`config.mk`:
```
export PLATFORM = sky130hd
export DESIGN_NAME = fwd_hazard_unit_flat
export DESIGN_NICKNAME = d
export VERILOG_FILES = /design/src/rtl/core_pkg.sv /design/src/rtl/fwd_hazard_unit_if.sv /design/src/rtl/fwd_hazard_unit_fwd_select.sv /design/src/rtl/fwd_hazard_unit.sv /design/src/flat_wrapper.sv
export SDC_FILE = /design/constraint.sdc
export NUM_CORES = 1
export LEC_CHECK = 0
export CAP_MARGIN = 0
export CORE_MARGIN = 3
export CORE_UTILIZATION = 35
export DETAILED_ROUTE_END_ITERATION = 12
export PLACE_DENSITY_LB_ADDON = 0.12
export SLEW_MARGIN = 40
export SYNTH_ARGS = -nofsm -noshare
export SYNTH_HDL_FRONTEND = slang
export SYNTH_SLANG_ARGS = --single-unit
```
`constraint.sdc`:
```
create_clock -name clk -period 1.9 [get_ports clk]
set_input_delay 0.38 -clock clk [delete_from_list [all_inputs] [get_ports clk]]
set_output_delay 0.38 -clock clk [all_outputs]
set_load 0.02 [all_outputs]
```
`src/rtl/core_pkg.sv`:
```
// core_pkg: shared types and constants for the RV32I pipeline hazard logic.
package core_pkg;

    localparam int REG_ADDR_W = 5;

    // EX-stage operand mux select encoding
    typedef enum logic [1:0] {
        FWD_REGFILE = 2'b00,
        FWD_MEMWB   = 2'b01,
        FWD_EXMEM   = 2'b10,
        FWD_LINK    = 2'b11
    } fwd_sel_e;

    // One shadow-pipeline slot; MEM and WB only look at the rd-related fields
    typedef struct packed {
        logic                  valid;
        logic [REG_ADDR_W-1:0] rs1;
        logic [REG_ADDR_W-1:0] rs2;
        logic                  uses_rs1;
        logic                  uses_rs2;
        logic [REG_ADDR_W-1:0] rd;
        logic                  regwrite;
        logic                  memread;
        logic                  link;
    } slot_t;

endpackage

```
`src/rtl/fwd_hazard_unit_if.sv`:
```
// fwd_hazard_unit_if: ID-stage decode info and pipeline control in,
// forwarding selects and stall out. The master side is the pipeline.
interface fwd_hazard_unit_if #(
    parameter int REG_ADDR_W = 5,
    parameter int CNT_W      = 16
);
    logic                  freeze;
    logic                  ex_flush;
    logic                  id_valid;
    logic [REG_ADDR_W-1:0] id_rs1;
    logic [REG_ADDR_W-1:0] id_rs2;
    logic                  id_uses_rs1;
    logic                  id_uses_rs2;
    logic [REG_ADDR_W-1:0] id_rd;
    logic                  id_regwrite;
    logic                  id_memread;
    logic                  id_link;
    logic [1:0]            fwd_a_sel;
    logic [1:0]            fwd_b_sel;
    logic                  stall;
    logic [CNT_W-1:0]      stall_count;

    modport master (
        output freeze, ex_flush, id_valid, id_rs1, id_rs2, id_uses_rs1,
               id_uses_rs2, id_rd, id_regwrite, id_memread, id_link,
        input  fwd_a_sel, fwd_b_sel, stall, stall_count
    );

    modport slave (
        input  freeze, ex_flush, id_valid, id_rs1, id_rs2, id_uses_rs1,
               id_uses_rs2, id_rd, id_regwrite, id_memread, id_link,
        output fwd_a_sel, fwd_b_sel, stall, stall_count
    );

endinterface

```
`src/rtl/fwd_hazard_unit_fwd_select.sv`:
```
// fwd_select: operand forwarding select for one EX-stage source operand,
// derived purely from the registered EX/MEM/WB shadow slots.
module fwd_select
    import core_pkg::*;
(
    input  logic                  i_uses,
    input  logic [REG_ADDR_W-1:0] i_rs,
    input  slot_t                 i_mem,
    input  slot_t                 i_wb,
    output fwd_sel_e              o_sel
);

    logic w_src_live;
    logic w_mem_hit;
    logic w_wb_hit;

    // Newest producer wins (MEM before WB); x0 is never forwarded
    always_comb begin
        w_src_live = i_uses && (i_rs != '0);
        w_mem_hit  = w_src_live && i_mem.valid && i_mem.regwrite && (i_mem.rd == i_rs);
        w_wb_hit   = w_src_live && i_wb.valid && i_wb.regwrite && (i_wb.rd == i_rs);
        o_sel      = FWD_REGFILE;
        if (w_mem_hit) begin
            o_sel = i_mem.link ? FWD_LINK : FWD_EXMEM;
        end else if (w_wb_hit) begin
            o_sel = FWD_MEMWB;
        end
    end

endmodule

```
`src/rtl/fwd_hazard_unit.sv`:
```
// fwd_hazard_unit: shadow EX/MEM/WB tracking, load-use stall generation and
// EX operand forwarding selects for the 5-stage RV32I core.
module fwd_hazard_unit #(
    parameter int REG_ADDR_W = 5,
    parameter int CNT_W      = 16
) (
    input  logic                    clk,
    input  logic                    rst_n,
    fwd_hazard_unit_if.slave        bus
);

    import core_pkg::slot_t;
    import core_pkg::fwd_sel_e;

    slot_t            r_ex;
    slot_t            r_mem;
    slot_t            r_wb;
    slot_t            w_id_slot;
    logic             w_stall;
    logic             w_rs1_dep;
    logic             w_rs2_dep;
    fwd_sel_e         w_sel_a;
    fwd_sel_e         w_sel_b;
    logic [CNT_W-1:0] r_stall_count;

    // Pack the ID-stage decode fields into the slot image that enters EX
    always_comb begin
        w_id_slot          = '0;
        w_id_slot.valid    = bus.id_valid;
        w_id_slot.rs1      = bus.id_rs1;
        w_id_slot.rs2      = bus.id_rs2;
        w_id_slot.uses_rs1 = bus.id_uses_rs1;
        w_id_slot.uses_rs2 = bus.id_uses_rs2;
        w_id_slot.rd       = bus.id_rd;
        w_id_slot.regwrite = bus.id_regwrite;
        w_id_slot.memread  = bus.id_memread;
        w_id_slot.link     = bus.id_link;
    end

    // Load in EX feeding the ID instruction forces a one-cycle stall; a flush kills it
    always_comb begin
        w_rs1_dep = bus.id_uses_rs1 && (bus.id_rs1 == r_ex.rd);
        w_rs2_dep = bus.id_uses_rs2 && (bus.id_rs2 == r_ex.rd);
        w_stall   = bus.id_valid && r_ex.valid && r_ex.memread && r_ex.regwrite &&
                    (r_ex.rd != '0) && (w_rs1_dep || w_rs2_dep) && !bus.ex_flush;
    end

    // Advance the shadow pipeline unless frozen; flush or stall inserts a bubble into EX
    always_ff @(posedge clk or negedge rst_n) begin
        if (!rst_n) begin
            r_ex  <= '0;
            r_mem <= '0;
            r_wb  <= '0;
        end else if (!bus.freeze) begin
            r_wb  <= r_mem;
            r_mem <= r_ex;
            if (bus.ex_flush || w_stall) begin
                r_ex <= '0;
            end else begin
                r_ex <= w_id_slot;
            end
        end
    end

    // Saturating count of stall cycles that actually took effect
    always_ff @(posedge clk or negedge rst_n) begin
        if (!rst_n) begin
            r_stall_count <= '0;
        end else if (!bus.freeze && w_stall && (r_stall_count != '1)) begin
            r_stall_count <= r_stall_count + 1'b1;
        end
    end

    fwd_select u_fwd_a (
        .i_uses (r_ex.uses_rs1),
        .i_rs   (r_ex.rs1),
        .i_mem  (r_mem),
        .i_wb   (r_wb),
        .o_sel  (w_sel_a)
    );

    fwd_select u_fwd_b (
        .i_uses (r_ex.uses_rs2),
        .i_rs   (r_ex.rs2),
        .i_mem  (r_mem),
        .i_wb   (r_wb),
        .o_sel  (w_sel_b)
    );

    assign bus.fwd_a_sel   = w_sel_a;
    assign bus.fwd_b_sel   = w_sel_b;
    assign bus.stall       = w_stall;
    assign bus.stall_count = r_stall_count;

endmodule
```
`src/flat_wrapper.sv`:
```
// flat-port wrapper written by rule: the top's interface ports become plain ports
module fwd_hazard_unit_flat import core_pkg::slot_t; import core_pkg::fwd_sel_e;
#(
    parameter int REG_ADDR_W = 5,
    parameter int CNT_W      = 16
)
  (clk, rst_n, bus_freeze, bus_ex_flush, bus_id_valid, bus_id_rs1, bus_id_rs2, bus_id_uses_rs1, bus_id_uses_rs2, bus_id_rd, bus_id_regwrite, bus_id_memread, bus_id_link, bus_fwd_a_sel, bus_fwd_b_sel, bus_stall, bus_stall_count);
  fwd_hazard_unit_if #(.REG_ADDR_W(REG_ADDR_W), .CNT_W(CNT_W)) bus_i ();
  input  logic clk;
  input  logic rst_n;
  input wire logic [$bits(bus_i.freeze)-1:0] bus_freeze;
  input wire logic [$bits(bus_i.ex_flush)-1:0] bus_ex_flush;
  input wire logic [$bits(bus_i.id_valid)-1:0] bus_id_valid;
  input wire logic [$bits(bus_i.id_rs1)-1:0] bus_id_rs1;
  input wire logic [$bits(bus_i.id_rs2)-1:0] bus_id_rs2;
  input wire logic [$bits(bus_i.id_uses_rs1)-1:0] bus_id_uses_rs1;
  input wire logic [$bits(bus_i.id_uses_rs2)-1:0] bus_id_uses_rs2;
  input wire logic [$bits(bus_i.id_rd)-1:0] bus_id_rd;
  input wire logic [$bits(bus_i.id_regwrite)-1:0] bus_id_regwrite;
  input wire logic [$bits(bus_i.id_memread)-1:0] bus_id_memread;
  input wire logic [$bits(bus_i.id_link)-1:0] bus_id_link;
  output wire logic [$bits(bus_i.fwd_a_sel)-1:0] bus_fwd_a_sel;
  output wire logic [$bits(bus_i.fwd_b_sel)-1:0] bus_fwd_b_sel;
  output wire logic [$bits(bus_i.stall)-1:0] bus_stall;
  output wire logic [$bits(bus_i.stall_count)-1:0] bus_stall_count;
  assign bus_i.freeze = bus_freeze;
  assign bus_i.ex_flush = bus_ex_flush;
  assign bus_i.id_valid = bus_id_valid;
  assign bus_i.id_rs1 = bus_id_rs1;
  assign bus_i.id_rs2 = bus_id_rs2;
  assign bus_i.id_uses_rs1 = bus_id_uses_rs1;
  assign bus_i.id_uses_rs2 = bus_id_uses_rs2;
  assign bus_i.id_rd = bus_id_rd;
  assign bus_i.id_regwrite = bus_id_regwrite;
  assign bus_i.id_memread = bus_id_memread;
  assign bus_i.id_link = bus_id_link;
  assign bus_fwd_a_sel = bus_i.fwd_a_sel;
  assign bus_fwd_b_sel = bus_i.fwd_b_sel;
  assign bus_stall = bus_i.stall;
  assign bus_stall_count = bus_i.stall_count;
  fwd_hazard_unit #(.REG_ADDR_W(REG_ADDR_W), .CNT_W(CNT_W)) u_core (.clk(clk), .rst_n(rst_n), .bus(bus_i));
endmodule
```
==> impl_metrics.env <==
export IMPL_yosysSeqAreaShare=0.500
export IMPL_drive_above_1_share=0.424
export IMPL_status="finished with violations"
export IMPL_synth_cells=225
export IMPL_crit_path_start_kind="register"
export IMPL_p_per_area_mw_per_mm2=614
export IMPL_slew_viol_final=0
export IMPL_clk_pin_slew_worst_paths_ns=0.10
export IMPL_required_ns=1.52
export IMPL_hold_class="in2async"
export IMPL_root_buffer="clkbuf_8"
export IMPL_first_pass_iters=4
export IMPL_cp_num_buf_inv=1
export IMPL_max_stage_delay_ns=0.54
export IMPL_cellLeakagePower_nw=1.79
export IMPL_path_max_fanout=4
export IMPL_hold_slack_ns=0.0346
export IMPL_avgRoutedWirePerCell_um=15.9
export IMPL_yosys_warnings=0
export IMPL_finalSetupViolCount=12
export IMPL_cp_top_family="simple AND/OR/NAND/NOR gates"
export IMPL_utilization=0.583
export IMPL_die_h_um=92.3
export IMPL_worstSkewPairLatency_ns=0.31
export IMPL_crit_type="reg2out"
export IMPL_clockBufferDepth=2
export IMPL_setup_ws_ns=-0.333
export IMPL_period_needed_ns=2.23
export IMPL_fp_coreArea_sq_mm=0.00702
export IMPL_hold_viol=0
export IMPL_rows=30
export IMPL_globalplace_congestion=0.805
export IMPL_rsz0062_at_grt="yes"
export IMPL_ioPinCount=46
export IMPL_nNetsFinal=362
export IMPL_dp_hpwl_um=4600
export IMPL_max_slew_margin=0.734
export IMPL_wirelength_um=6900
export IMPL_synthesis_area_sq_mm=0.00260
export IMPL_worstMarginPinSlew_ns=0.395
export IMPL_cts_tree="yes"
export IMPL_dr_total_vias=2165
export IMPL_grt_pass1_wl_um=11200
export IMPL_end_kind="output pin"
export IMPL_overflow=0
export IMPL_period_share=1.18
export IMPL_cp_slowest_cell="or4_4"
export IMPL_synth_seq_cells=52
export IMPL_timing_setup_tns_ns=-1.49
export IMPL_cp_arrival_ns=1.85
export IMPL_drv_cap=0
export IMPL_portBuffers=45
export IMPL_final_setup_skew_ns=0.00607
export IMPL_n_antenna_cell=0
export IMPL_irDropWorstVdd_mv=0.262
export IMPL_p_total_mw=2.52
export IMPL_die_width_um=92.3
export IMPL_grt_start_max_net_pins=53
export IMPL_dp_cells=397
export IMPL_yosysUniqueCellTypes=30
export IMPL_syn_avg_cell_area_sq_um=11.6
export IMPL_ant_nets=0
export IMPL_start_util=0.371
export IMPL_antenna_found_initial=0
export IMPL_violations="setup timing"
export IMPL_first_global_vias=2143
export IMPL_cts_sinks=52
export IMPL_cts_buffers_inserted=5
export IMPL_grt_usage=0.167
export IMPL_max_freq_ghz=0.448
export IMPL_syn_nets=251
export IMPL_area_growth_pct=57.3
export IMPL_path_cells="or4_4 -> o21ai_4 -> or4_1 -> o21ai_1 -> buf_4"
export IMPL_vias_per_cell=5.00
export IMPL_reg2reg_slack_ns=-0.03
export IMPL_drt_first_iter_violations=81
export IMPL_die_area_sq_mm=0.00851
export IMPL_cts_htree_levels=2
export IMPL_drc=0
export IMPL_final_cells=433
export IMPL_fillers=619
-- final cells by class --
type / instances / area, sq um / area share
tap: 96 / 120 / 0.0293
multi-input combinational: 162 / 1460 / 0.357
inverter: 1 / 6.26 / 0.00153
sequential: 52 / 1310 / 0.321
clock inverter: 3 / 26.3 / 0.00642
timing repair buffer: 114 / 1100 / 0.268
clock buffer: 5 / 68.8 / 0.0168
-- per-stage QoR --
step                      instance area (sq um)  setup WS (ns)
after detailed placement                   3440         -0.690
final                                      4100         -0.333
after CTS                                  3770         -0.367
after global routing                       4100         -0.431
after floorplan                            2620         0.0192
after global placement                     3440         -0.690
-- power breakdown --
group	switching [mW]	total [mW]	leakage [nW]	internal, mW
clock network	0.400	0.672	0.0491	0.272
registers	0.0866	1.27	0.679	1.18
logic	0.222	0.573	1.06	0.352
total	0.708	2.52	1.79	1.81
-- cells by family after synthesis --
family	after synthesis	synth area share
mux	16	0.0692
flops	52	0.500
fa+ha+maj	1	0.00480
xor+xnor	44	0.148
buf+inv	12	0.0288
compound gates	29	0.0976
simple gates	71	0.152
-- registers in the layout, summed over array words and instances, names as in the netlist --
register                flops
u_core.bus.stall_count     16
u_core.r_ex                21
u_core.r_mem                8
u_core.r_wb                 7
-- synthesized netlist by cell type --
| cell type | instances | area, sq um |
|---|---|---|
| dfrtp_1 | 52 | 1300 |
| xnor2_1 | 40 | 350 |
| a22o_1 | 21 | 184 |
| mux2_2 | 15 | 169 |
| nand4_1 | 15 | 93.8 |
| nand3_1 | 13 | 65.1 |
| nand2_1 | 12 | 45.0 |
| nor3_1 | 9 | 45.0 |
| clkbuf_1 | 5 | 18.8 |
| nor2_1 | 5 | 18.8 |
| o21ai_1 | 4 | 20.0 |
| or4_1 | 4 | 30.0 |
| xor2_1 | 4 | 35.0 |
| and4_1 | 3 | 26.3 |
| buf_4 | 3 | 22.5 |
| nor4_1 | 3 | 18.8 |
| and3_1 | 2 | 12.5 |
| buf_6 | 2 | 22.5 |
| or2_1 | 2 | 12.5 |
| a21oi_1 | 1 | 5.00 |
| a21oi_4 | 1 | 16.3 |
| buf_2 | 1 | 5.00 |
| ha_1 | 1 | 12.5 |
| inv_4 | 1 | 6.26 |
| mux2_1 | 1 | 11.3 |
| nand3_2 | 1 | 10.0 |
| nor2_2 | 1 | 6.26 |
| o21ai_4 | 1 | 16.3 |
| o22ai_2 | 1 | 12.5 |
| or4_4 | 1 | 11.3 |
-- worst reg2reg max path, delay by kind of cell, from the launching register on --
kind / cells / cell delay (ns)
AO/OA/AOI/OAI: 3 / 0.49
buffers and inverters: 3 / 0.38
flip-flops: 1 / 0.44
AND/OR/NAND/NOR: 1 / 0.55
-- placed cells by master, fill, tap and decap left out, types with 2 or more instances in the layout --
| master | netlist | routed |
|---|---|---|
| a21oi_4 | 1 | 2 |
| a22o_1 | 21 | 21 |
| and3_1 | 2 | 2 |
| and4_1 | 3 | 3 |
| buf_12 | 0 | 3 |
| buf_2 | 1 | 2 |
| buf_4 | 3 | 48 |
| buf_6 | 2 | 20 |
| clkbuf_8 | 0 | 5 |
| clkdlybuf4s50_1 | 0 | 34 |
| dfrtp_1 | 52 | 42 |
| dfrtp_2 | 0 | 10 |
| dlymetal6s2s_1 | 0 | 5 |
| inv_6 | 0 | 2 |
| mux2_2 | 15 | 15 |
| nand2_1 | 12 | 9 |
| nand2_2 | 0 | 2 |
| nand3_1 | 13 | 11 |
| nand3_4 | 0 | 2 |
| nand4_1 | 15 | 15 |
| nor2_1 | 5 | 4 |
| nor2_4 | 0 | 2 |
| nor3_1 | 9 | 9 |
| nor4_4 | 0 | 2 |
| o21ai_4 | 1 | 3 |
| or2_1 | 2 | 2 |
| or4_4 | 1 | 4 |
| xnor2_1 | 40 | 29 |
| xnor2_2 | 0 | 11 |
| xor2_1 | 4 | 4 |
-- layer usage --
metal / up-vias / routed length (um) / GRT usage
li1: 1047 / - / -
met1: 1071 / 3430 / 0.243
met2: 45 / 3220 / 0.255
met3: 2 / 219 / 0.0353
met4: 0 / 38 / 0.0384
met5: - / 0 / 0
-- timing repair --
action / CTS / global route
hold buffers: 0 / 0
setup buffers: 15 / 14
resized for setup: 53 / 48
gates cloned: 1 / 1
pin swaps: 16 / 24
setup endpoints to repair: 31 / 41
endpoints found under the hold margin: 0 / 0
-- path summary, 6_finish.rpt --
check                                     startpoint  cells past startpoint                        end
min in group clk                       bus_id_rs1[4]                      2            u_core.r_ex[19]
max in group asynchronous                      rst_n                      2             u_core.r_ex[4]
max                                  u_core.r_ex[13]                      5           bus_fwd_b_sel[0]
min                                            rst_n                      2            u_core.r_mem[5]
min reg2reg                u_core.bus.stall_count[6]                      1  u_core.bus.stall_count[6]
max reg2reg                           u_core.r_ex[6]                      7            u_core.r_ex[15]
No activity file was read; power rests on OpenSTA's default activity.
==> RTL edit (same flow settings) <==
`REG_ADDR_W` is set to 5 in 4 places; all go to 4.
--- a/src/rtl/core_pkg.sv
+++ b/src/rtl/core_pkg.sv
@@ -2,5 +2,5 @@
 package core_pkg;
 
-    localparam int REG_ADDR_W = 5;
+    localparam int REG_ADDR_W = 4;
 
     // EX-stage operand mux select encoding
--- a/src/rtl/fwd_hazard_unit_if.sv
+++ b/src/rtl/fwd_hazard_unit_if.sv
@@ -2,5 +2,5 @@
 // forwarding selects and stall out. The master side is the pipeline.
 interface fwd_hazard_unit_if #(
-    parameter int REG_ADDR_W = 5,
+    parameter int REG_ADDR_W = 4,
     parameter int CNT_W      = 16
 );
--- a/src/rtl/fwd_hazard_unit.sv
+++ b/src/rtl/fwd_hazard_unit.sv
@@ -2,5 +2,5 @@
 // EX operand forwarding selects for the 5-stage RV32I core.
 module fwd_hazard_unit #(
-    parameter int REG_ADDR_W = 5,
+    parameter int REG_ADDR_W = 4,
     parameter int CNT_W      = 16
 ) (
--- a/src/flat_wrapper.sv
+++ b/src/flat_wrapper.sv
@@ -2,5 +2,5 @@
 module fwd_hazard_unit_flat import core_pkg::slot_t; import core_pkg::fwd_sel_e;
 #(
-    parameter int REG_ADDR_W = 5,
+    parameter int REG_ADDR_W = 4,
     parameter int CNT_W      = 16
 )
Interface: changed (resized bus_id_rd, bus_id_rs1 and bus_id_rs2); port bits go from 46 to 43. No check against the original RTL was run, so the function may have changed too.
==> RTL edit against the unedited design <==
The run still ends with negative setup slack left. Wire length fell by 13%. Synthesized area fell by 11%. Sequential share of layout area decreased by 0.95 points. Power is 13% lower. Maximum frequency rose by 6.8%. Setup slack improved by 0.14 ns. Cell count is 12% lower. Combinational power shrank 23%. Design area fell by 7.1%. Sequential cell count shrank 5. Largest cell class unchanged.
==> RTL edit: results (changes against the unedited design) <==
outcome - finished with violations
failing checks - negative setup slack
CP delay by family, top - simple AND/OR/NAND/NOR gates
Post-Route WL - 6.022 mm (-13%)
Vias - 1936 (-11%)
first-pass GRT wire length - 9.970 mm (-11%)
Netlist cell types - 32 (+6.7%)
Detailed Place HPWL - 4.026 mm (-13%)
layout cell share with drive strength beyond 1 - 47.54% (+5.1 points)
Post-Syn Instances - 198 (-12%)
initial antenna violation count - 0 (unchanged)
Post-synth ARST share - 100.0% (unchanged)
most instantiated cells after synthesis - dfrtp_1, xor2_1, a22o_1
Synth Flop Type - dfrtp_1
total track usage - 16.86% (+0.17 points)
NumNets Final - 327 (-9.7%)
Synth area leaders - dfrtp_1, xor2_1, mux2_2
Final setup viols - 19 (+7)
Crit path largest cell delay - 0.41 ns (-0.13 ns)
CTS H-tree depth - 2 (unchanged)
Iter 0 DRT Violations - 77 (-4.9%)
clock latency on the worst-skew pair - 0.30 ns
Mapped Nets - 221 (-12%)
gpl congestion - 0.8540 (+6.0%)
register area share after synthesis - 50.87% (+0.89 points)
Finished Layout Cells - 380 (-12%)
CTS Root Cell - clkbuf_8
slack of the critical path - -0.1904 ns (+0.1428 ns)
Hold WC Path Type - in -> async
worst-case clock skew - 0.006872 ns (+0.0008043 ns)
CTS Buffer Depth - 2 (unchanged)
worst reg-to-reg path cell count - 8 (+1)
Internal - 0.001594 W (-12%)
TritonRoute pass-1 iters - 4 (unchanged)
placed cell count - 360 (-9.3%)
slew margin rel. - 66.03% (-7.4 points)
reg-to-reg endpoint - u_core.bus.stall_count[1]
largest fanout on the critical path - 4 (unchanged)
n_diodes - 0 (unchanged)
max reg flops - 18 (-14%)
Clock transition at path regs - 0.09 ns
Max VDD drop - 0.3340 mV (+27%)
reg2reg start - u_core.r_ex[5]
largest net degree at the start of global routing - 32 (-40%)
post-CTS setup buffers - 12 (-3)
PortBufs - 42 (-6.7%)
crit path DAT - 2.28 ns (+0.43 ns)
post_cts resized - 88 (+66%)
vias in the first global route - 1969 (-8.1%)
Slowest-stage cell, CP - dfrtp_1
synth warn - 0 (unchanged)
Most flops, register - u_core.r_ex
cts bufs inserted - 5 (unchanged)
Leak - 1.764 nW (-1.6%)
-- RTL edit: cell types whose count changed after synthesis, moves of 4 or more --
cell,change
o21ai_1,-4
nand4_1,-5
nor2_1,+4
dfrtp_1,-5
xor2_1,+19
nor4_1,+5
nand2_1,-4
xnor2_1,-27
-- RTL edit: metrics by stage --
stage	setup TNS (ns)	hold slack, ns	area [um^2]	setup slack (ns)	total power [W]
floorplan	-0.02334	0.08441	2338	-0.01615	0.001302
global placement	-11.67	0.3763	3221	-0.7579	0.001498
detailed placement	-12.26	0.3872	3221	-0.7686	0.001502
CTS	-2.103	0.05782	3686	-0.2430	0.002154
global route	-3.917	0.07137	3802	-0.3023	0.002291
finish	-1.711	0.04210	3802	-0.1904	0.002182
-- RTL edit: worst max path at each step --
stage / depth (start not counted) / startpoint / endpoint / slack (ns)
floorplan: 7 / u_core.r_ex[5] / u_core.bus.stall_count[1] / -0.02
CTS: 7 / u_core.r_ex[5] / bus_stall / -0.24
detailed placement: 7 / bus_id_rs1[2] / bus_stall / -0.77
global placement: 7 / bus_id_rs1[2] / bus_stall / -0.76
finish: 8 / u_core.r_ex[5] / u_core.bus.stall_count[1] / -0.19
global route: 8 / u_core.r_ex[5] / bus_stall / -0.30
-- RTL edit: logic make-up after synthesis --
family / share of synthesized area (%)
AOI/OAI and AO/OA: 8.225
xor gates and xnor gates: 14.34
adders and majority gates: 0.5410
buffers and inverters: 3.030
DFF: 50.87
muxes: 7.954
and+or+nand+nor: 15.04
-- RTL edit: layer usage --
layer,part of all wire [%],up-vias,track usage (%),wire [um]
met5,0,-,0,0
met4,1.1,0,5.021,67
met3,3.9,6,3.690,234
met2,47,48,25.41,2842
met1,48,950,24.24,2878
li1,-,932,-,-
-- RTL edit: cell type report --
| cell class | count | area, um^2 |
|---|---|---|
| fill | 497 | 2364 |
| multi-input combinational | 139 | 1420 |
| sequential | 47 | 1184 |
| timing repair buffer | 110 | 1016 |
| tap | 75 | 93.84 |
| clock buffer | 6 | 72.57 |
| clock inverter | 2 | 12.51 |
| inverter | 1 | 3.754 |
-- RTL edit: power by group through the flow --
stage               Clock, W  Sequential, W  Combinational (W)
floorplan                  0        0.00114           0.000162
global placement           0        0.00115           0.000346
detailed placement         0        0.00115           0.000350
CTS                 0.000609        0.00114           0.000405
global route        0.000654        0.00116           0.000476
finish              0.000593        0.00115           0.000439
-- RTL edit: worst register-to-register path: stages, from the launching register on --
cell and delay (ns):
dfrtp_1 0.41, buf_6 0.13, xor2_2 0.14, nor3_2 0.18
nand4_1 0.13, and2_4 0.20, buf_8 0.12, or3_4 0.37
mux2_4 0.30
